## src/rtl/jt1943_loader_pkg.sv

```systemverilog
// jt1943_loader_pkg: loader FSM encoding, PROM bank geometry and SDRAM byte-lane masks
package jt1943_loader_pkg;
  typedef logic [1:0] state_t;
  localparam state_t IDLE = 2'd0;
  localparam state_t LOAD = 2'd1;
  localparam state_t DRAIN = 2'd2;
  localparam state_t HOLD = 2'd3;
  localparam int PROM_BANK_W = 8;
  localparam logic [1:0] MASK_LO = 2'b10;
  localparam logic [1:0] MASK_HI = 2'b01;
  localparam logic [1:0] MASK_NONE = 2'b11;
endpackage

```

## src/rtl/jt1943_prom_dec.sv

```systemverilog
// jt1943_prom_dec: byte address to one-hot PROM write strobe; banks past PROM_CNT decode to nothing
module jt1943_prom_dec
  import jt1943_loader_pkg::*;
#(
  parameter logic [21:0] PROM_START = 22'h4_0000,
  parameter int PROM_CNT = 8
) (
  input  logic                en,
  input  logic [21:0]         addr,
  output logic                is_prom,
  output logic [PROM_CNT-1:0] we
);
  localparam int IW = 22 - PROM_BANK_W;
  logic [IW-1:0] idx;
  assign is_prom = addr >= PROM_START;
  assign idx = is_prom ? IW'((addr - PROM_START) >> PROM_BANK_W) : '0;
  for (genvar g = 0; g < PROM_CNT; g++) begin : g_we
    assign we[g] = en && is_prom && idx == IW'(g);
  end
endmodule

```

## src/rtl/jt1943_rom_loader.sv

```systemverilog
// jt1943_rom_loader: routes the ioctl download stream to paced SDRAM writes and on-chip PROMs.
// Defining JT1943_LOADER_CHECKSUM_EN adds a 16-bit running sum of accepted bytes on chksum.
module jt1943_rom_loader
  import jt1943_loader_pkg::*;
#(
  parameter logic [21:0] PROM_START = 22'h4_0000,
  parameter int PROM_CNT = 8,
  parameter int WE_LEN = 8,
  parameter int RST_EXTRA = 16
) (
  input  logic                   clk,
  input  logic                   rst,
  input  logic                   downloading,
  input  logic                   ioctl_wr,
  input  logic [21:0]            ioctl_addr,
  input  logic [7:0]             ioctl_data,
  output logic                   prog_we,
  output logic [21:0]            prog_addr,
  output logic [7:0]             prog_data,
  output logic [1:0]             prog_mask,
  output logic [PROM_CNT-1:0]    prom_we,
  output logic [PROM_BANK_W-1:0] prom_addr,
  output logic [3:0]             prom_din,
  output logic                   game_rst,
  output logic                   load_done,
  output logic                   overflow
`ifdef JT1943_LOADER_CHECKSUM_EN
  ,
  output logic [15:0]            chksum
`endif
);
  localparam int TW = $clog2(WE_LEN + 1);
  localparam int HW = $clog2(RST_EXTRA + 1);
  state_t st;
  logic dl_q, cap_v, q_v, is_prom, push, pop, accept, enter_load;
  logic [21:0] cap_addr, q_addr;
  logic [7:0] cap_data, q_data;
  logic [TW-1:0] timer;
  logic [HW-1:0] hold_cnt;
  logic [PROM_CNT-1:0] dec_we;

  jt1943_prom_dec #(.PROM_START(PROM_START), .PROM_CNT(PROM_CNT)) u_dec (
    .en(cap_v), .addr(cap_addr), .is_prom(is_prom), .we(dec_we)
  );

  assign enter_load = downloading && !dl_q && st != LOAD;
  assign push = cap_v && !is_prom;
  // prog_we low implies the timer has expired, so an idle cycle separates writes
  assign pop = q_v && !prog_we && (st == LOAD || st == DRAIN);
  assign accept = push && (!q_v || pop);

  always_ff @(posedge clk) begin
    if (rst) begin
      st <= IDLE;
      dl_q <= 1'b0;
      cap_v <= 1'b0;
      cap_addr <= '0;
      cap_data <= '0;
      q_v <= 1'b0;
      q_addr <= '0;
      q_data <= '0;
      timer <= '0;
      hold_cnt <= '0;
      prog_we <= 1'b0;
      prog_addr <= '0;
      prog_data <= '0;
      prog_mask <= MASK_NONE;
      prom_we <= '0;
      prom_addr <= '0;
      prom_din <= '0;
      game_rst <= 1'b1;
      load_done <= 1'b0;
      overflow <= 1'b0;
    end else begin
      dl_q <= downloading;
      cap_v <= ioctl_wr && downloading;
      if (ioctl_wr && downloading) begin
        cap_addr <= ioctl_addr;
        cap_data <= ioctl_data;
      end
      prom_we <= dec_we;
      if (|dec_we) begin
        prom_addr <= cap_addr[PROM_BANK_W-1:0];
        prom_din <= cap_data[3:0];
      end
      q_v <= accept || (q_v && !pop);
      if (accept) begin
        q_addr <= cap_addr;
        q_data <= cap_data;
      end
      if (push && !accept) overflow <= 1'b1;
      if (pop) begin
        prog_we <= 1'b1;
        timer <= TW'(WE_LEN - 1);
        prog_addr <= {1'b0, q_addr[21:1]};
        prog_data <= q_data;
        prog_mask <= q_addr[0] ? MASK_HI : MASK_LO;
      end else if (prog_we) begin
        if (timer == '0) prog_we <= 1'b0;
        else timer <= timer - 1'b1;
      end
      load_done <= 1'b0;
      if (enter_load) begin
        st <= LOAD;
        game_rst <= 1'b1;
      end else if (st == LOAD && !downloading) begin
        st <= DRAIN;
      end else if (st == DRAIN && !cap_v && !q_v && !prog_we) begin
        st <= HOLD;
        load_done <= 1'b1;
        hold_cnt <= HW'(RST_EXTRA - 1);
      end else if (st == HOLD) begin
        if (hold_cnt == '0) begin
          st <= IDLE;
          game_rst <= 1'b0;
        end else begin
          hold_cnt <= hold_cnt - 1'b1;
        end
      end
    end
  end

`ifdef JT1943_LOADER_CHECKSUM_EN
  // only bytes that actually reach a memory are summed; HOLD/IDLE keep the total frozen
  always_ff @(posedge clk) begin
    if (rst || enter_load) chksum <= '0;
    else if ((accept || |dec_we) && (st == LOAD || st == DRAIN)) chksum <= chksum + 16'(cap_data);
  end
`endif
endmodule

```

## config.mk

```make
export PLATFORM = sky130hd
export DESIGN_NAME = jt1943_rom_loader
export DESIGN_NICKNAME = d
export VERILOG_FILES = /design/src/rtl/jt1943_loader_pkg.sv /design/src/rtl/jt1943_prom_dec.sv /design/src/rtl/jt1943_rom_loader.sv
export SDC_FILE = /design/constraint.sdc
export NUM_CORES = 1
export LEC_CHECK = 0
export ABC_AREA = 1
export CAP_MARGIN = 0
export CORE_MARGIN = 4
export CORE_UTILIZATION = 37
export CTS_CLUSTER_DIAMETER = 200
export CTS_CLUSTER_SIZE = 28
export DETAILED_ROUTE_END_ITERATION = 8
export GPL_ROUTABILITY_DRIVEN = 0
export GPL_TIMING_DRIVEN = 1
export MAX_ROUTING_LAYER = met4
export PLACE_DENSITY_LB_ADDON = 0.1
export SYNTH_ARGS = -nofsm -noshare
export SYNTH_HDL_FRONTEND = slang
export SYNTH_SLANG_ARGS = --single-unit
```

## constraint.sdc

```tcl
create_clock -name clk -period 3.53 [get_ports clk]
set_input_delay 0.5295 -clock clk [delete_from_list [all_inputs] [get_ports clk]]
set_output_delay 0.5295 -clock clk [all_outputs]
set_load 0.005 [all_outputs]
```

==> impl_metrics.ini, run 1 <==
[clock_network]
path_clk_slew_ns = 0.05
worstSkewPairLatency_ns = 0.41
cts.hold.buffers_added = 0
clk_path_buf_depth = 2
cts-root-buf = clkbuf_16
tritoncts.num_buffers = 17
htree_levels = 4
cts_sinks = 129
post-cts-setup-buffer-count = 0
cts.repair.resized = 0
cts_tree = built

[global_routing]
antenna_found_initial = 0
grt_first_pass_wirelength_mm = 19.6
grt_pass1_vias = 4116
grt_use_total_pct = 17.2
pin_count_of_the_biggest_net_entering_global_routing = 66
overflow = 0

[worst_setup_path]
cp_cell_instances = inv_1, ha_1, nor2_1, nand2_1, inv_1, buf_4, o21ai_0, a21oi_1
most_frequent_cell_on_the_critical_path = inv_1
critPathArrivalTime_ns = 2.59
worstPathRequired_ns = 3.87
crit_slowest_cell = inv_1
end_kind = flip-flop
ff2ff_path_depth = 8
crit_path_start_kind = flip-flop
worst-path-max-fanout = 42
critPathKind = reg2reg
regToRegEndpoint = prog_data[6]
crit-reg2reg-launch = st[0]
rrSetupSlack_ns = 1.28
critical_path_s_largest_stage_delay_ns = 0.46

[sta]
rsz0062_at_grt = false
setup_total_negative_slack_ns = 0
fin_worst_skew_ns = 0.00796
final-setup-viol-count = 0
relSlewSlack_pct = 56.7
final_hold_viol_count = 0
worstMarginPinSlew_ns = 0.649
timing_max_transition_violations_final = 0
period_needed_ns = 2.25
finalCritPeriodShare_pct = 63.8
max_clock_freq_ghz = 0.444

[pwr]
pwr-share-comb_pct = 8.0
p_sw_uw = 778
power.share.sequential_pct = 45.1
p_leak_uw = 0.00280
pwr_dens_nw_per_um2 = 537
power.internal_uw = 2670
switching_share_pct = 22.6
peakVddDrop_v = 0.000309
share_clk_of_total_power_pct = 46.9

[floorplan]
chipWidth_um = 123
io-pin-count = 90
start_util_pct = 38.2
core.rowCount = 41
floorplan.core_area_um2 = 12800
fp.dieArea_um2 = 15100
die_y_um = 123

[placed_design]
dp_hpwl_mm = 8.23
numPortBuffers = 88
postPlaceCellArea_um2 = 5860

[synthesis]
syn-mean-instance-area_um2 = 7.50
syn_inst = 651
syn-num-nets = 693
synth.yosys.seq_area_share_pct = 52.9
synth_seq_cells = 129
syn-cell-area_um2 = 4880
yosys_warnings = 0
netlist-cell-type-count = 24

[routing]
drt-vias-per-instance = 4.58
drt_pre_antenna_iters = 4
detailroute.via_count = 4172
initialDrtViolationCount = 339
antenna_violating_nets_post_route = 0
wl_per_cell_um = 13.0
remaining_drc_errors = 0
drt-total-wl_mm = 11.8

[finish]
finalInstanceArea_um2 = 6410
layout.filler_cells = 1253
most-common-layout-cells = 159 x nor2_1, 129 x dfxtp_1, 96 x nand2_1
num_antenna_cells = 0
final_layout_size_suffix_gt1_share_pct = 4.87
final_net_count = 769
syn_to_final_growth_pct = 31.3
commonest_non_fill_non_tap_cell_in_the_layout = nor2_1

[worst_hold_path]
min_delay_path_depth = 2
worstHoldStart = q_addr[21]
worst_min_path_class = reg2reg
whs_endpoint = q_addr[21]

[status]
run_status = finished clean

[job]
timing.max_cap.violations = 0
## state kept, by name, summed over array words and instances, names as in the netlist, 2 cells and up
name	flops
hold_cnt	5
cap_addr	22
prom_we	8
prog_addr	21
q_addr	22
st	2
prom_addr	8
prom_din	4
cap_data	8
q_data	8
prog_data	8
prog_mask	2
timer	4
## critical path: cells and delay by family (launching register included)
family,cells,cell delay (ns)
compound gates,2,0.28
fa+ha+maj,1,0.29
buf+inv,3,0.97
flops,1,0.36
simple gates,2,0.27
## kinds of logic after synthesis
family | share of synthesized area (%)
AND/OR/NAND/NOR | 23.1
AO/OA/AOI/OAI | 13.4
flip-flops | 52.9
buffers and inverters | 8.02
adder cells (fa/ha/maj) | 2.05
XOR/XNOR | 0.538
other | 0.0768
## Yosys cell counts, drive strengths merged
library cell    n  share of area [%]
xor2            3               0.54
or2             1               0.13
a211oi          1               0.15
buf            15                1.8
nand2          97                7.5
dfxtp         129                 53
ha              8                2.0
nand4           2               0.26
clkbuf         21                1.6
and3            1               0.13
nor2          159                 12
nand3          10                1.0
a21oi          59                6.0
o21ai          70                7.2
conb            1              0.077
inv            59                4.5
nor3           14                1.4
nor3b           1               0.38
## area by class of cell
cell class,instances,area (µm²),area share [%]
clock buffers,25,495,7.73
flip-flops and latches,129,2580,40.3
well taps,172,215,3.36
multi-input cells,427,1910,29.8
clock inverters,6,55.1,0.859
inverters,59,221,3.45
repair buffers,93,931,14.5
## worst max-delay path by stage
stage | endpoint | cells after the start | slack [ns] | startpoint
global route | prog_addr[2] | 8 | 0.95 | st[0]
floorplan | q_addr[18] | 10 | 1.85 | st[0]
CTS | prog_data[6] | 8 | 1.22 | st[0]
detailed placement | cap_addr[2] | 5 | 1.20 | downloading
global placement | cap_data[7] | 5 | 1.26 | downloading
finish | prog_data[6] | 8 | 1.28 | st[0]
## layer usage
layer  share of wire (%)  vias up  global-route usage (%)  wire, µm
li1                    -     2205                       -         -
met1                  46     1892                    20.5      5420
met2                  50       70                    27.9      5860
met3                 3.9        5                    5.03       465
met4                0.74        0                    5.88        87
met5                   0        -                       -         0
## through the flow
stage / worst slack, ns / util (%) / cells / power, µW / hold WS (ns)
floorplan: 1.85 / - / 651 / 1750 / 0.414
global placement: 1.26 / 45.9 / 880 / 1850 / 0.426
detailed placement: 1.20 / 45.9 / 880 / 1860 / 0.428
CTS: 1.22 / 50.2 / 911 / 3490 / 0.437
global route: 0.951 / 50.2 / 911 / 3600 / 0.462
finish: 1.28 / 50.2 / 911 / 3440 / 0.438
## power by group through the flow
| stage | clock network, µW | logic [µW] | registers, µW |
|---|---|---|---|
| 2_1_floorplan | 0 | 175 | 1570 |
| 3_3_place_gp | 0 | 270 | 1580 |
| 3_5_place_dp | 0 | 275 | 1580 |
| 4_1_cts | 1660 | 277 | 1550 |
| 5_1_grt | 1730 | 316 | 1560 |
| 6_report | 1620 | 275 | 1550 |
Power figures use the tool's default switching activity.
==> run 2, diff against run 1 <==
- clock period: 3.53 -> 2.1 ns (I/O delays scaled with it)
==> run 2 against run 1 <==
Against the previous run:
- sequential share of layout area is 0.63 points lower
- first-iteration DRC count is 13% lower
- critical path depth is 1 higher
==> impl_metrics.ini, run 2 (synthesized netlist as in run 1, its figures left out) <==
[routing]
wl_met3_um = 503
detailroute.via_count = 4181
wl_per_cell_um = 12.7
top_signal_layer_used = met4
wl_met1_mm = 5.35
remaining_drc_errors = 0
drt_pre_antenna_iters = 4
drt-total-wl_mm = 11.7
wl_met2_mm = 5.67
drt-vias-per-instance = 4.55
initialDrtViolationCount = 295
antenna_violating_nets_post_route = 0

[finish]
commonest_non_fill_non_tap_cell_in_the_layout = nor2_1
finalInstanceArea_um2 = 6510
biggestRegsByFlops = cap_addr (22), q_addr (22), prog_addr (21)
syn_to_final_growth_pct = 33.3
final_net_count = 776
num_antenna_cells = 0
layout.filler_cells = 1241
finalCoreUtilization_pct = 51.0
most-common-layout-cells = 159 x nor2_1, 129 x dfxtp_1, 96 x nand2_1
final_layout_size_suffix_gt1_share_pct = 5.35
final_cell_count_no_fill = 919

[clock_network]
cts.repair.resized = 0
cts_tree = built
worstSkewPairLatency_ns = 0.41
cts-root-buf = clkbuf_16
clk_path_buf_depth = 2
htree_levels = 4
cts_sinks = 129
path_clk_slew_ns = 0.05
cts.hold.buffers_added = 0
tritoncts.num_buffers = 17
post-cts-setup-buffer-count = 0

[floorplan]
die_y_um = 123
core.rowCount = 41
fp.dieArea_um2 = 15100
floorplan.core_area_um2 = 12800
chipWidth_um = 123
io-pin-count = 90
start_util_pct = 38.2

[worst_setup_path]
crit_end = q_addr[3]
worstPathRequired_ns = 2.40
critPathArrivalTime_ns = 2.14
regToRegEndpoint = q_addr[3]
cp-startpoint = st[0]
crit-reg2reg-launch = st[0]
ff2ff_path_depth = 9
worst-path-max-fanout = 58
end_kind = flip-flop
critPathKind = reg2reg
rrSetupSlack_ns = 0.27
crit_path_start_kind = flip-flop

[sta]
final_hold_viol_count = 0
rsz0062_at_grt = false
final-setup-viol-count = 0
timing_max_transition_violations_final = 0
period_needed_ns = 1.83
finalCritPeriodShare_pct = 87.3
fin_worst_skew_ns = 0.00848
setup_total_negative_slack_ns = 0
max_clock_freq_ghz = 0.545

[global_routing]
pin_count_of_the_biggest_net_entering_global_routing = 61
grt_use_total_pct = 17.0
overflow = 0
grt_pass1_vias = 4034
antenna_found_initial = 0
grt_first_pass_wirelength_mm = 19.2

[pwr]
pwr_dens_nw_per_um2 = 917
power.share.sequential_pct = 43.7
peakVddDrop_v = 0.000538
switching_share_pct = 22.2
pwr-share-comb_pct = 7.9
share_clk_of_total_power_pct = 48.4
p_leak_uw = 0.00285
total_power_uw = 5970
power.internal_uw = 4650
p_sw_uw = 1320

[worst_hold_path]
worst_min_path_class = reg2reg

[job]
timing.max_cap.violations = 0

[placed_design]
placedCellCount = 887
numPortBuffers = 88
postPlaceCellArea_um2 = 5940
dp_hpwl_mm = 8.14

[status]
run_status = finished clean
run 2: cell types whose count changed in the layout (fill, tap and decap cells not counted), sizes merged:
cell / before / now
buf: 5 / 12
bufinv: 1 / 3
clkbuf: 25 / 26
clkinv: 5 / 3
run 2: final cells by class:
class	instances	area, µm²	share of cell area (%)
flip-flops and latches	129	2580	39.7
well taps	172	215	3.30
multi-input cells	427	1910	29.3
clock buffers	26	469	7.20
clock inverters	6	105	1.61
repair buffers	100	1010	15.5
inverters	59	221	3.40
run 2: worst min path at each step:
stage | start | end | slack, ns | depth (start not counted)
final | q_addr[21] | q_addr[21] | 0.45 | 2
after global routing | q_addr[19] | prog_addr[18] | 0.47 | 2
after CTS | q_addr[20] | q_addr[20] | 0.45 | 2
after detailed placement | q_addr[20] | q_addr[20] | 0.44 | 2
after global placement | q_addr[20] | q_addr[20] | 0.43 | 2
after floorplan | q_addr[20] | q_addr[20] | 0.41 | 2
run 2: critical path, stage by stage, from the launching register on:
cell     delay [ns]
dfxtp_1        0.36
inv_1          0.07
ha_1           0.29
nor2_1         0.10
nand2_1        0.16
nand2_1        0.15
nand4_1        0.16
buf_12         0.23
nor2_1         0.13
nor2_1         0.05
run 2: metrics by stage:
step / setup slack (ns) / hold WS [ns]
floorplan: 0.425 / 0.414
finish: 0.267 / 0.448
detailed placement: 0.267 / 0.443
global placement: 0.354 / 0.426
global route: 0.0248 / 0.471
CTS: 0.253 / 0.451
run 2: metal layers:
metal | vias up | GRT usage, %
li1 | 2215 | -
met1 | 1862 | 20.0
met2 | 89 | 27.5
met3 | 15 | 5.08
met4 | 0 | 6.37
met5 | - | -
run 2: power by group through the flow:
stage	logic, µW	clock network, µW	registers, µW
6_report	470	2890	2610
5_1_grt	542	3070	2620
4_1_cts	476	2940	2610
3_5_place_dp	472	0	2670
3_3_place_gp	464	0	2660
2_1_floorplan	294	0	2640
==> run 3, diff against run 2 <==
- CORE_ASPECT_RATIO: default -> 0.7
==> run 3 against run 2 <==
Against the previous run:
- clock-buffer cell count down 4
- final area is 0.60% higher
- critical endpoint is now prom_we[4]
- largest power group unchanged
- hold slack worse by 0.012 ns
- clock skew increased by 0.0015 ns
==> impl_metrics.ini, run 3 (synthesized netlist as in run 1, its figures left out) <==
[worst_setup_path]
cp_cell_instances = inv_1, ha_1, nand2_1, nor2_1, nand3_1, nand2_1, inv_1, o21ai_0, nor2_1
crit_family = simple AND/OR/NAND/NOR gates
critical_path.n_buffers_inverters = 2
crit-reg2reg-launch = cap_addr[19]
worstPathRequired_ns = 2.38
crit_path_start_kind = flip-flop
cp-startpoint = cap_addr[19]
critPathKind = reg2reg
critPathArrivalTime_ns = 2.09
crit_slowest_cell = o21ai_0
critical_path_s_largest_stage_delay_ns = 0.33
worst-path-max-fanout = 4
end_kind = flip-flop

[routing]
drt-vias-per-instance = 4.67
drt-total-wl_mm = 11.9
antenna_violating_nets_post_route = 0
remaining_drc_errors = 0
wl_per_cell_um = 13.1
drt_pre_antenna_iters = 5
detailroute.via_count = 4241
initialDrtViolationCount = 243

[pwr]
p_leak_uw = 0.00287
peakVddDrop_v = 0.000551
pwr_dens_nw_per_um2 = 946

[finish]
most-common-layout-cells = 159 x nor2_1, 129 x dfxtp_1, 95 x nand2_1
final_net_count = 775
biggestRegsByFlops = cap_addr (22), q_addr (22), prog_addr (21)
commonest_non_fill_non_tap_cell_in_the_layout = nor2_1
final_layout_size_suffix_gt1_share_pct = 6.17
num_antenna_cells = 0
syn_to_final_growth_pct = 34.1

[clock_network]
tritoncts.num_buffers = 17
clk_path_buf_depth = 2
cts_tree = built
cts-root-buf = clkbuf_16
path_clk_slew_ns = 0.05
post-cts-setup-buffer-count = 0
cts_sinks = 129
worstSkewPairLatency_ns = 0.41
htree_levels = 4

[job]
timing.max_cap.violations = 0

[floorplan]
fp.dieArea_um2 = 15100
start_util_pct = 38.5
io-pin-count = 90
floorplan.core_area_um2 = 12700
die_y_um = 104
chipWidth_um = 145
core.rowCount = 34

[global_routing]
grt_pass1_vias = 4164
antenna_found_initial = 0
grt_use_total_pct = 16.9
overflow = 0
grt_first_pass_wirelength_mm = 20.5
pin_count_of_the_biggest_net_entering_global_routing = 72

[status]
run_status = finished clean

[placed_design]
numPortBuffers = 88
dp_hpwl_mm = 8.29
pre_cts_ws_ns = 0.258

[sta]
final_hold_viol_count = 0
setup_total_negative_slack_ns = 0
final_critical_path_setup_slack_ns = 0.287
max_clock_freq_ghz = 0.552
period_needed_ns = 1.81
final-setup-viol-count = 0
fin_worst_skew_ns = 0.00994
finalCritPeriodShare_pct = 86.3
rsz0062_at_grt = false
timing_max_transition_violations_final = 0

[worst_hold_path]
worstHoldStart = q_addr[20]
worst_min_path_class = reg2reg
## run 3: path summary, 6_finish.rpt
| kind | endpoint | slack (ns) | cells past startpoint |
|---|---|---|---|
| max | prom_we[4] | 0.29 | 9 |
| min | q_addr[20] | 0.44 | 2 |
| max reg2reg | prom_we[4] | 0.29 | 9 |
| min reg2reg | q_addr[20] | 0.44 | 2 |
## run 3: report_power, final
group / leakage, µW / internal (µW) / switching [µW]
clock: 0.000310 / 2080 / 1040
combinational: 0.00151 / 210 / 267
sequential: 0.00105 / 2550 / 63.9
total: 0.00287 / 4830 / 1370
## run 3: layer usage
metal	routed length [µm]	share of wire [%]	global-route usage, %	vias to the layer above
met5	0	0	-	-
met4	95	0.80	5.15	0
met3	637	5.3	4.36	7
met2	5330	45	26.2	108
met1	5870	49	21.8	1914
li1	-	-	-	2212
## run 3: cell type report
type                       instances  area, µm²
timing repair buffer              99       1000
sequential                       129       2580
tap                              162        203
clock inverter                    10        156
fill                            1209       6130
multi-input combinational        427       1910
inverter                          59        221
clock buffer                      22        474
## run 3: through the flow
stage	util (%)	instances	area [µm²]	power [µW]	hold slack [ns]
after floorplan	-	651	4880	2940	0.414
after global placement	46.7	876	5920	3130	0.427
after detailed placement	46.7	876	5920	3130	0.427
after CTS	51.7	908	6550	6270	0.437
after global routing	51.7	908	6550	6460	0.465
final	51.7	908	6550	6200	0.435
## run 3: timing repair
action	4_1_cts	5_1_grt
resized for setup	0	1
endpoints found under the setup margin	0	1
hold buffers	0	0
## run 3: worst register-to-register path: stages, from the launching register on
cell,delay [ns]
dfxtp_1,0.31
inv_1,0.08
ha_1,0.23
nand2_1,0.07
nor2_1,0.20
nand3_1,0.13
nand2_1,0.16
inv_1,0.10
o21ai_0,0.33
nor2_1,0.08
